$ cat config.mk
export PLATFORM = sky130hd
export DESIGN_NAME = frame_scheduler
export DESIGN_NICKNAME = d
export VERILOG_FILES = /design/src/rtl/pong_pkg.sv /design/src/rtl/frame_scheduler_vsync_edge.sv /design/src/rtl/frame_scheduler.sv
export SDC_FILE = /design/constraint.sdc
export NUM_CORES = 1
export LEC_CHECK = 0
export ABC_AREA = 1
export CAP_MARGIN = 5
export CORE_UTILIZATION = 40
export DETAILED_ROUTE_END_ITERATION = 7
export GPL_TIMING_DRIVEN = 0
export PLACE_DENSITY = 0.69
export SYNTH_ARGS = -nofsm -noshare
export SYNTH_HDL_FRONTEND = slang
export SYNTH_SLANG_ARGS = --single-unit
$ cat constraint.sdc
create_clock -name clk -period 8.3 [get_ports clk]
set_input_delay 1.245 -clock clk [delete_from_list [all_inputs] [get_ports clk]]
set_output_delay 1.245 -clock clk [all_outputs]
set_load 0.01 [all_outputs]
$ cat src/rtl/pong_pkg.sv
`default_nettype none
// ---------------------------------------------------------------------------
// pong_pkg
// Shared widths, game-state record and reset defaults for the Pong
// display path.
// Revision: 1.0 - initial release
// ---------------------------------------------------------------------------
package pong_pkg;

  localparam int GRID_BITS   = 5;
  localparam int PADDLE_BITS = 32;

  // One complete picture's worth of game state
  typedef struct packed {
    logic [GRID_BITS-1:0]   ball_x;
    logic [GRID_BITS-1:0]   ball_y;
    logic [PADDLE_BITS-1:0] lpaddle;
    logic [PADDLE_BITS-1:0] rpaddle;
  } game_state_t;

  // Shadow register occupancy
  typedef enum logic [0:0] {
    SHADOW_EMPTY = 1'b0,
    SHADOW_FULL  = 1'b1
  } shadow_state_t;

  localparam logic [GRID_BITS-1:0]   DEF_BALL_X = 5'd15;
  localparam logic [GRID_BITS-1:0]   DEF_BALL_Y = 5'd15;
  localparam logic [PADDLE_BITS-1:0] DEF_PADDLE = 32'h0000_7800;

  // 8-bit increment that sticks at all-ones
  function automatic logic [7:0] sat_inc8(input logic [7:0] v);
    return (v == 8'hFF) ? v : v + 8'd1;
  endfunction

endpackage
`default_nettype wire

$ cat src/rtl/frame_scheduler_vsync_edge.sv
`default_nettype none
// ---------------------------------------------------------------------------
// vsync_edge
// Normalises vsync polarity and produces a one-cycle frame_start strobe on
// the leading edge of the sync pulse.
// Revision: 1.0 - initial release
// ---------------------------------------------------------------------------
module vsync_edge #(
  parameter bit VSYNC_ACTIVE_HIGH = 1'b0
) (
  input  logic clk,
  input  logic reset,
  input  logic vsync,
  output logic frame_start
);

  logic vs_act;
  logic vs_q;

  // 1 whenever the sync pulse is in its asserted phase
  assign vs_act = ~(vsync ^ VSYNC_ACTIVE_HIGH);

  // Previous asserted state; resets to "asserted" so a pulse already in
  // progress at reset release is not mistaken for a new frame
  always_ff @(posedge clk or posedge reset) begin
    if (reset) vs_q <= 1'b1;
    else       vs_q <= vs_act;
  end

  assign frame_start = vs_act & ~vs_q;

endmodule
`default_nettype wire

$ cat src/rtl/frame_scheduler.sv
`default_nettype none
// ---------------------------------------------------------------------------
// frame_scheduler
// Holds game state offered by game logic in a shadow register and commits it
// to the renderer-facing display registers only at vsync start; issues a
// frame-locked game_tick and counts frames where game logic was late.
// Revision: 1.0 - initial release
// ---------------------------------------------------------------------------
module frame_scheduler
  import pong_pkg::*;
#(
  parameter int                     TICK_FRAMES       = 4,
  parameter bit                     VSYNC_ACTIVE_HIGH = 1'b0,
  parameter logic [GRID_BITS-1:0]   RST_BALL_X        = DEF_BALL_X,
  parameter logic [GRID_BITS-1:0]   RST_BALL_Y        = DEF_BALL_Y,
  parameter logic [PADDLE_BITS-1:0] RST_PADDLE        = DEF_PADDLE
) (
  input  logic                   clk,
  input  logic                   reset,
  input  logic                   vsync,
  input  logic                   pause,
  input  logic                   upd_valid,
  output logic                   upd_ready,
  input  logic [GRID_BITS-1:0]   upd_ball_x,
  input  logic [GRID_BITS-1:0]   upd_ball_y,
  input  logic [PADDLE_BITS-1:0] upd_lpaddle,
  input  logic [PADDLE_BITS-1:0] upd_rpaddle,
  output logic [GRID_BITS-1:0]   disp_ball_x,
  output logic [GRID_BITS-1:0]   disp_ball_y,
  output logic [PADDLE_BITS-1:0] disp_lpaddle,
  output logic [PADDLE_BITS-1:0] disp_rpaddle,
  output logic                   game_tick,
  output logic [7:0]             late_count
);

  localparam logic [7:0] TICK_LAST = 8'(TICK_FRAMES - 1);
  localparam game_state_t RST_STATE = '{
    ball_x:  RST_BALL_X,
    ball_y:  RST_BALL_Y,
    lpaddle: RST_PADDLE,
    rpaddle: RST_PADDLE
  };

  shadow_state_t state;
  game_state_t   shadow;
  game_state_t   disp;
  logic [7:0]    frame_cnt;
  logic          tick_outstanding;
  logic          frame_start;
  logic          frame_go;
  logic          handshake;
  logic          shadow_full;

  vsync_edge #(
    .VSYNC_ACTIVE_HIGH (VSYNC_ACTIVE_HIGH)
  ) u_vsync_edge (
    .clk         (clk),
    .reset       (reset),
    .vsync       (vsync),
    .frame_start (frame_start)
  );

  assign shadow_full = (state == SHADOW_FULL);
  assign upd_ready   = ~reset & ~shadow_full;
  assign handshake   = upd_valid & upd_ready;
  // A frame boundary that is allowed to advance game state
  assign frame_go    = frame_start & ~pause;

  // Shadow handshake and commit of the shadow into the display registers
  always_ff @(posedge clk or posedge reset) begin
    if (reset) begin
      state  <= SHADOW_EMPTY;
      shadow <= RST_STATE;
      disp   <= RST_STATE;
    end else begin
      case (state)
        SHADOW_EMPTY: begin
          if (handshake) begin
            shadow <= '{ball_x: upd_ball_x, ball_y: upd_ball_y,
                        lpaddle: upd_lpaddle, rpaddle: upd_rpaddle};
            state  <= SHADOW_FULL;
          end
        end
        SHADOW_FULL: begin
          if (frame_go) begin
            disp  <= shadow;
            state <= SHADOW_EMPTY;
          end
        end
        default: state <= SHADOW_EMPTY;
      endcase
    end
  end

  // Frame counter and the registered tick pulse on its wrap
  always_ff @(posedge clk or posedge reset) begin
    if (reset) begin
      frame_cnt <= 8'd0;
      game_tick <= 1'b0;
    end else begin
      game_tick <= 1'b0;
      if (frame_go) begin
        if (frame_cnt == TICK_LAST) begin
          frame_cnt <= 8'd0;
          game_tick <= 1'b1;
        end else begin
          frame_cnt <= frame_cnt + 8'd1;
        end
      end
    end
  end

  // Lateness tracking: a tick not yet answered by an update, counted at the
  // next frame if the shadow is still empty
  always_ff @(posedge clk or posedge reset) begin
    if (reset) begin
      tick_outstanding <= 1'b0;
      late_count       <= 8'd0;
    end else begin
      if (handshake)      tick_outstanding <= 1'b0;
      else if (game_tick) tick_outstanding <= 1'b1;
      if (frame_go && tick_outstanding && !shadow_full)
        late_count <= sat_inc8(late_count);
    end
  end

  assign disp_ball_x  = disp.ball_x;
  assign disp_ball_y  = disp.ball_y;
  assign disp_lpaddle = disp.lpaddle;
  assign disp_rpaddle = disp.rpaddle;

endmodule
`default_nettype wire
Yosys cells after proc, flatten, opt, wreduce, memory -nomap -nowiden
Cells that the tools add are included.
- register bits after elaboration: 168
- logic and storage cells: 43
- $add $sub $neg: 2
- equality and inequality tests: 2
- muxes and demuxes: 8
- bitwise gates (word level): 10
- reductions and logical operators: 7
- operator list (kind ; count):
    8-bit by 1-bit adder with 8-bit output, second input constant ; 2
    8-bit by 2-bit equality test with 1-bit output, second input constant ; 1
    8-bit equality test, second input constant ; 1
    8-bit two-way mux ; 1
    1-bit two-way mux ; 6
    1-bit NOT ; 6
    2-bit AND reduction ; 3
    1-bit bitwise AND ; 4
    1-bit logical AND ; 2
    1-bit case mux with 2 select lines ; 1
    2-bit nonzero test ; 1
    1-bit logical NOT ; 1

Logic depth before layout (Yosys ltp)
Gate-level depths: netlist (run 1).
- word-level depth: 6
- mapped depth: 8
- mapped depth without buffers: 8

Cells and area by module
From an unflattened synthesis (run 1), not the netlist that was laid out.
- cell total of the unflattened synthesis: 751
- area total of the unflattened synthesis: 6723.9 um^2
- modules (own cells, without submodules) (module ; instances ; cells an instance ; area an instance (um^2) ; sequential area each (um^2)):
    frame_scheduler ; 1 ; 747 ; 6686.4 ; 4219.0
    vsync_edge ; 1 ; 4 ; 37.5 ; 26.3

Worst setup path before layout (run 1)
No wires, ideal clock.
- path kind: input to output
- start: input reset
- end: output upd_ready
- arrival: 1.407 ns
- slack: 5.648 ns
- stages: 1
- cells stage by stage: nor2_2
- cells in the longest elaborated chain, start to end: 2
- ends and longest elaborated chain (item ; RTL line ; RTL):
    start: declaration ; frame_scheduler.sv:19 ; input logic reset,
    1-bit NOT ; frame_scheduler.sv:64 ; assign upd_ready = ~reset & ~shadow_full;
    1-bit bitwise AND ; frame_scheduler.sv:64 ;
    end: declaration ; frame_scheduler.sv:23 ; output logic upd_ready,
Every way passes these cells.

Final worst setup path (run 1)
Ends and elaborated chain as after synthesis.

==> metrics.cfg, run 1 <==
[status]
status = completed

[worst_setup_path]
cp.depth = 3
cp.buffers_inverters = 2
slowest_delay_ns = 0.55
critical_path.max_fanout = 2
path_class = input port to output port
crit_path_end_kind = output port
cp_top_family = buffers and inverters
cp_cell_sequence = clkdlybuf4s50_1, nor2_2, clkdlybuf4s50_1
reg2regPathDepth = 6
crit_top_cell = clkdlybuf4s50_1
startpoint_type = input port
arrival_ns = 2.49
cp.required_ns = 7.05
crit_slowest_cell = clkdlybuf4s50_1

[yosys]
ys_seq_area_share_pct = 62.1
yosysTopAreaCell = dfrtp_1
ys_warn_count = 0
syn_nets = 841
synth_area_mm2 = 0.00684
ys_top_cells_by_area = dfrtp_1 (49%), nand2_1 (20%), dfstp_2 (13%), nand3_1 (5.0%), buf_6 (2.3%)
synth-seq-cells = 168
netlist_instances = 760
synth_top_area_share_pct = 49.4
avgSynthCellArea_um2 = 9.00
synth_cell_types = 21

[global_routing]
use_met2_pct = 31.7
grt_use_met1_pct = 25.5
grt_max_degree = 136
antenna_found_initial = 2
grt_pass1_wl_mm = 26.6
overflow = 0
top_usage_layer = met2
grt_pass1_vias = 5202
track_usage_pct = 19.5
gr-usage-met3_pct = 4.56

[sta]
fmax_ghz = 0.267
rsz0062_at_grt = false
clock_skew_ns = 0.00598
worst_slack_ns = 4.56
setup_viol = 0
hold_viol = 0
finalCritPeriodShare_pct = 45.1
layout_min_cycle_time_ns = 3.74
slew_violations = 0
fin_tns_setup_ns = 0
slew-limit-headroom_pct = 52.8
tightest_slew_ns = 0.708

[cts]
h-tree-depth = 4
clkTransAtPathRegs_ns = 0.06
cts-root-buf = clkbuf_16
cts_tree = done
clk_path_buf_depth = 2
insertion_delay_ns = 0.42
clock-sinks = 168
hold_buffers = 0
cts_inserted_buffers = 17
cts_resized = 0
post-cts-setup-buffers = 0

[drt]
num_vias = 5361
wirelength_mm = 16.1
drt_first_iter_violations = 304
routed_via_density = 4.56
ant_nets = 0
detail_route.wl_per_cell_um = 13.7
firstDrtPassIters = 5
drcViolationCount = 0

[cells_and_area]
multi_input_comb_area_mm2 = 0.00218
nets = 1023
area_delta_synth_final_pct = 37.7
ff_latch_area_mm2 = 0.00425
drive_gt1_share_pct = 11.4
fillers = 1511

[worst_hold_path]
hold_class = flop to flop
whs_path_depth = 2

[floorplanning]
die_w_um = 133
start_util_pct = 41.1
die_h_um = 133
row_count = 47
coreArea_mm2 = 0.0166
die_area_mm2 = 0.0176
num_io_pins = 163

[placed_design]
pre_cts_slack_ns = 4.56
port_buffers = 162
dp_hpwl_mm = 11.3
gp_congestion = 0.777

[power_and_ir_drop]
peakVddDrop_mv = 0.151
power.leakage_uw = 0.00456
power_per_cell_area_mw_per_mm2 = 342

[job]
maxCapViolations = 0

==> per-layer routing <==
metal | vias up | routed length [µm]
met5 | - | 12
met4 | 2 | 215
met3 | 16 | 691
met2 | 114 | 7750
met1 | 2506 | 7470
li1 | 2723 | -
==> layout make-up <==
type / instances / share of cell area, %
flip-flops and latches: 168 / 45.1
clock buffers: 24 / 4.80
inverters: 36 / 1.51
repair buffers: 163 / 17.5
clock inverters: 8 / 2.07
multi-input cells: 517 / 23.1
plain buffers: 39 / 2.98
well taps: 220 / 2.92
diodes: 1 / 0.0266
==> stage by stage <==
| stage | hold slack (ns) | std cells | area (µm²) | power (µW) | util [%] |
|---|---|---|---|---|---|
| 2_1_floorplan | 0.447 | 760 | 6840 | 1830 | - |
| 3_3_place_gp | 0.450 | 1142 | 8730 | 2340 | 52.5 |
| 3_5_place_dp | 0.451 | 1143 | 8770 | 2380 | 52.7 |
| 4_1_cts | 0.460 | 1175 | 9420 | 3260 | 56.6 |
| 5_1_grt | 0.474 | 1176 | 9420 | 3430 | 56.6 |
| 6_report | 0.458 | 1176 | 9420 | 3220 | 56.6 |
==> worst paths after layout <==
check	slack, ns	from	endpoint
worst max-delay path	4.56	reset	upd_ready
worst min-delay path	0.46	disp_ball_x[3]$_DFFE_PP1P_	disp_ball_x[3]$_DFFE_PP1P_
worst max register to register	6.78	u_vsync_edge.vs_q$_DFF_PP1_	disp_rpaddle[7]$_DFFE_PP0P_
worst min register to register	0.46	disp_ball_x[3]$_DFFE_PP1P_	disp_ball_x[3]$_DFFE_PP1P_
max in group asynchronous	6.12	reset	disp_rpaddle[29]$_DFFE_PP0P_
min in group asynchronous	1.23	reset	shadow[62]$_DFFE_PP0P_
==> registers in the layout, indices dropped and copies added (netlist names) <==
name	flops
disp_ball_x	5
disp_ball_y	5
disp_lpaddle	32
disp_rpaddle	32
frame_cnt	8
game_tick	1
late_count	8
shadow	74
shadow_full	1
tick_outstanding	1
u_vsync_edge.vs_q	1
==> worst min-delay path, cell delays in order, from the launching register on <==
cell and delay, ns:
dfstp_2 0.36, nand2_1 0.05, nand2_1 0.04
==> layout by cell type, fill, tap and decap left out <==
cell	instances
clkinvlp_4	2
ha_1	2
buf_6	14
nand4_1	3
xor2_1	2
nand2_1	372
inv_8	1
o21ai_1	5
o21ai_2	9
nor2_1	18
buf_2	14
clkbuf_16	17
buf_4	3
bufinv_16	6
clkdlybuf4s50_1	162
buf_16	1
nand3_1	68
o21bai_1	1
o21ai_0	29
inv_2	3
xnor2_1	2
nor2_2	2
nand2_2	4
inv_1	32
dfstp_2	33
diode_2	1
clkbuf_1	15
dfrtp_1	135
==> power by group <==
part	internal (µW)	switching [µW]	total [µW]
Clock	565	307	872
Sequential	1200	180	1380
Combinational	510	458	968
Total	2280	946	3220
==> synthesized netlist by cell type <==
| library cell | n |
|---|---|
| nand2_1 | 372 |
| dfrtp_1 | 135 |
| nand3_1 | 68 |
| dfstp_2 | 33 |
| inv_1 | 33 |
| o21ai_0 | 29 |
| nor2_1 | 18 |
| buf_2 | 14 |
| buf_6 | 14 |
| o21ai_2 | 9 |
| clkbuf_1 | 8 |
| o21ai_1 | 5 |
| nand2_2 | 4 |
| buf_4 | 3 |
| inv_2 | 3 |
| nand4_1 | 3 |
| ha_1 | 2 |
| nor2_2 | 2 |
| xnor2_1 | 2 |
| xor2_1 | 2 |
| o21bai_1 | 1 |
==> kinds of logic (layout without fill, tap and decap cells) <==
| kind of cell | after synthesis | after routing | share of synthesized area (%) |
|---|---|---|---|
| simple gates | 467 | 467 | 27.2 |
| flops | 168 | 168 | 62.1 |
| buf+inv | 75 | 270 | 6.08 |
| compound gates | 44 | 44 | 3.75 |
| xor+xnor | 4 | 4 | 0.512 |
| fa+ha+maj | 2 | 2 | 0.366 |
| other cells | 0 | 1 | 0 |
No activity file was read; power rests on OpenSTA's default activity.
==> inputs of run 2 (changes only) <==
clock period = 3.52 ns   (was 8.3 ns; I/O delays follow)
==> run 2 against run 1 <==
Register-to-register slack worse by 4.8 ns. Hold slack better by 0.00059 ns. First-iteration DRC count is 6.6% higher. Global-route usage is 0.10 points higher. Critical path depth stayed put. Clock power is 97% higher. Utilization is 0.28 points lower. Sequential cell count stayed put. Sequential share of layout area is 0.22 points higher.
==> metrics.cfg, run 2 (same netlist as run 1, synthesis figures left out) <==
[status]
status = completed

[global_routing]
use_met2_pct = 32.0
gr-usage-met3_pct = 4.75
overflow = 0
antenna_found_initial = 2
grt_max_degree = 44
grt_pass1_wl_mm = 26.8
grt_pass1_vias = 5265
grt_use_met1_pct = 25.7
track_usage_pct = 19.6
top_usage_layer = met2

[drt]
firstDrtPassIters = 4
drcViolationCount = 0
num_vias = 5390
ant_nets = 0
routed_via_density = 4.57
drt_first_iter_violations = 324
detail_route.wl_per_cell_um = 13.8
wirelength_mm = 16.2

[floorplanning]
coreArea_mm2 = 0.0166
die_w_um = 133
die_h_um = 133
start_util_pct = 41.1
row_count = 47
die_area_mm2 = 0.0176
num_io_pins = 163

[placed_design]
place_inst = 1146
dp_hpwl_mm = 11.6
gp_congestion = 0.778
port_buffers = 162

[job]
maxCapViolations = 0

[cells_and_area]
area_delta_synth_final_pct = 37.1
layout_common_cells = nand2_1 (372), clkdlybuf4s50_1 (162), dfrtp_1 (135), nand3_1 (68), dfstp_2 (33)
utilization_pct = 56.3
drive_gt1_share_pct = 11.9
max_flop_register = shadow
largest_reg_flops = 74
fillers = 1532
instances_no_fill = 1179
layout_commonest_cell = nand2_1
nets = 1026

[cts]
insertion_delay_ns = 0.42
clkTransAtPathRegs_ns = 0.06
clock-sinks = 168
cts_resized = 0
clk_path_buf_depth = 2
cts_inserted_buffers = 17
cts_tree = done
cts-root-buf = clkbuf_16
h-tree-depth = 4
post-cts-setup-buffers = 0
hold_buffers = 0

[sta]
tightest_slew_ns = 0.686
fmax_ghz = 0.447
layout_min_cycle_time_ns = 2.24
finalCritPeriodShare_pct = 63.5
slew_violations = 0
worst_hold_slack_ns = 0.458
setup_viol = 0
slew-limit-headroom_pct = 54.1
hold_viol = 0
rsz0062_at_grt = false
clock_skew_ns = 0.00869

[power_and_ir_drop]
peakVddDrop_mv = 0.402
power_per_cell_area_mw_per_mm2 = 775
total_power_uw = 7260
power.leakage_uw = 0.00453

[worst_setup_path]
path_class = input port to output port
startpoint_type = input port
arrival_ns = 1.71
reg2regPathDepth = 6
critical_path.max_fanout = 2
crit_path_end_kind = output port
cp.required_ns = 2.99

[worst_hold_path]
whs_path_depth = 2
hold_class = flop to flop

-- run 2: cell type report --
type	count	area [µm²]	area share, %
diodes	1	2.50	0.0267
clock inverters	5	38.8	0.414
inverters	36	139	1.48
well taps	220	275	2.94
multi-input cells	517	2180	23.2
plain buffers	39	280	2.99
clock buffers	27	513	5.47
repair buffers	166	1700	18.2
flip-flops and latches	168	4250	45.3
-- run 2: where the power goes --
group	leakage [µW]	total [µW]	internal, µW	switching [µW]
clock network	0.000256	1720	1000	721
registers	0.00207	3250	2830	423
logic	0.00220	2290	1210	1080
-- run 2: routing by layer --
layer / wire length, µm / vias to the layer above
met1: 7510 / 2511
met2: 7870 / 111
met4: 248 / 2
met5: 11 / -
met3: 597 / 20
li1: - / 2746
-- run 2: through the flow --
step	instance area [µm²]	setup TNS, ns	worst slack, ns
2_1_floorplan	6840	0	0.878
5_1_grt	9370	0	1.23
6_report	9370	0	1.28
3_5_place_dp	8820	0	1.25
3_3_place_gp	8740	-82.31	-0.619
4_1_cts	9370	0	1.28
-- run 2: final timing paths --
path                                              from                          end  slack [ns]
min                         disp_ball_y[3]$_DFFE_PP1P_   disp_ball_y[3]$_DFFE_PP1P_        0.46
max reg2reg                u_vsync_edge.vs_q$_DFF_PP1_  disp_rpaddle[6]$_DFFE_PP0P_        1.99
max                                              reset                    upd_ready        1.28
min reg2reg                 disp_ball_y[3]$_DFFE_PP1P_   disp_ball_y[3]$_DFFE_PP1P_        0.46
min in group asynchronous                        reset    late_count[7]$_DFFE_PP0P_        0.60
max in group asynchronous                        reset   disp_ball_x[3]$_DFFE_PP1P_        1.79
-- run 2: critical path, stage by stage --
cell             delay, ns
clkdlybuf4s50_1       0.46
nor2_2                0.16
clkdlybuf4s50_1       0.56
==> inputs of run 3 (changes only) <==
clock period = 2.29 ns   (was 3.52 ns; I/O delays follow)
==> results of run 3 <==
Same layout as run 2 (identical final DEF). Status: completed.
Among the figures that moved: setup slack after placement 1.25 ns -> 0.204 ns; setup slack after layout 1.28 ns -> 0.357 ns; hold slack 0.458 ns -> 0.419 ns; start point of the critical path reset -> shadow_full$_DFF_PP0_; register-to-register setup slack 1.99 ns -> 0.76 ns; total power 7260 µW -> 11200 µW; worst IR drop on VDD 0.402 mV -> 0.618 mV
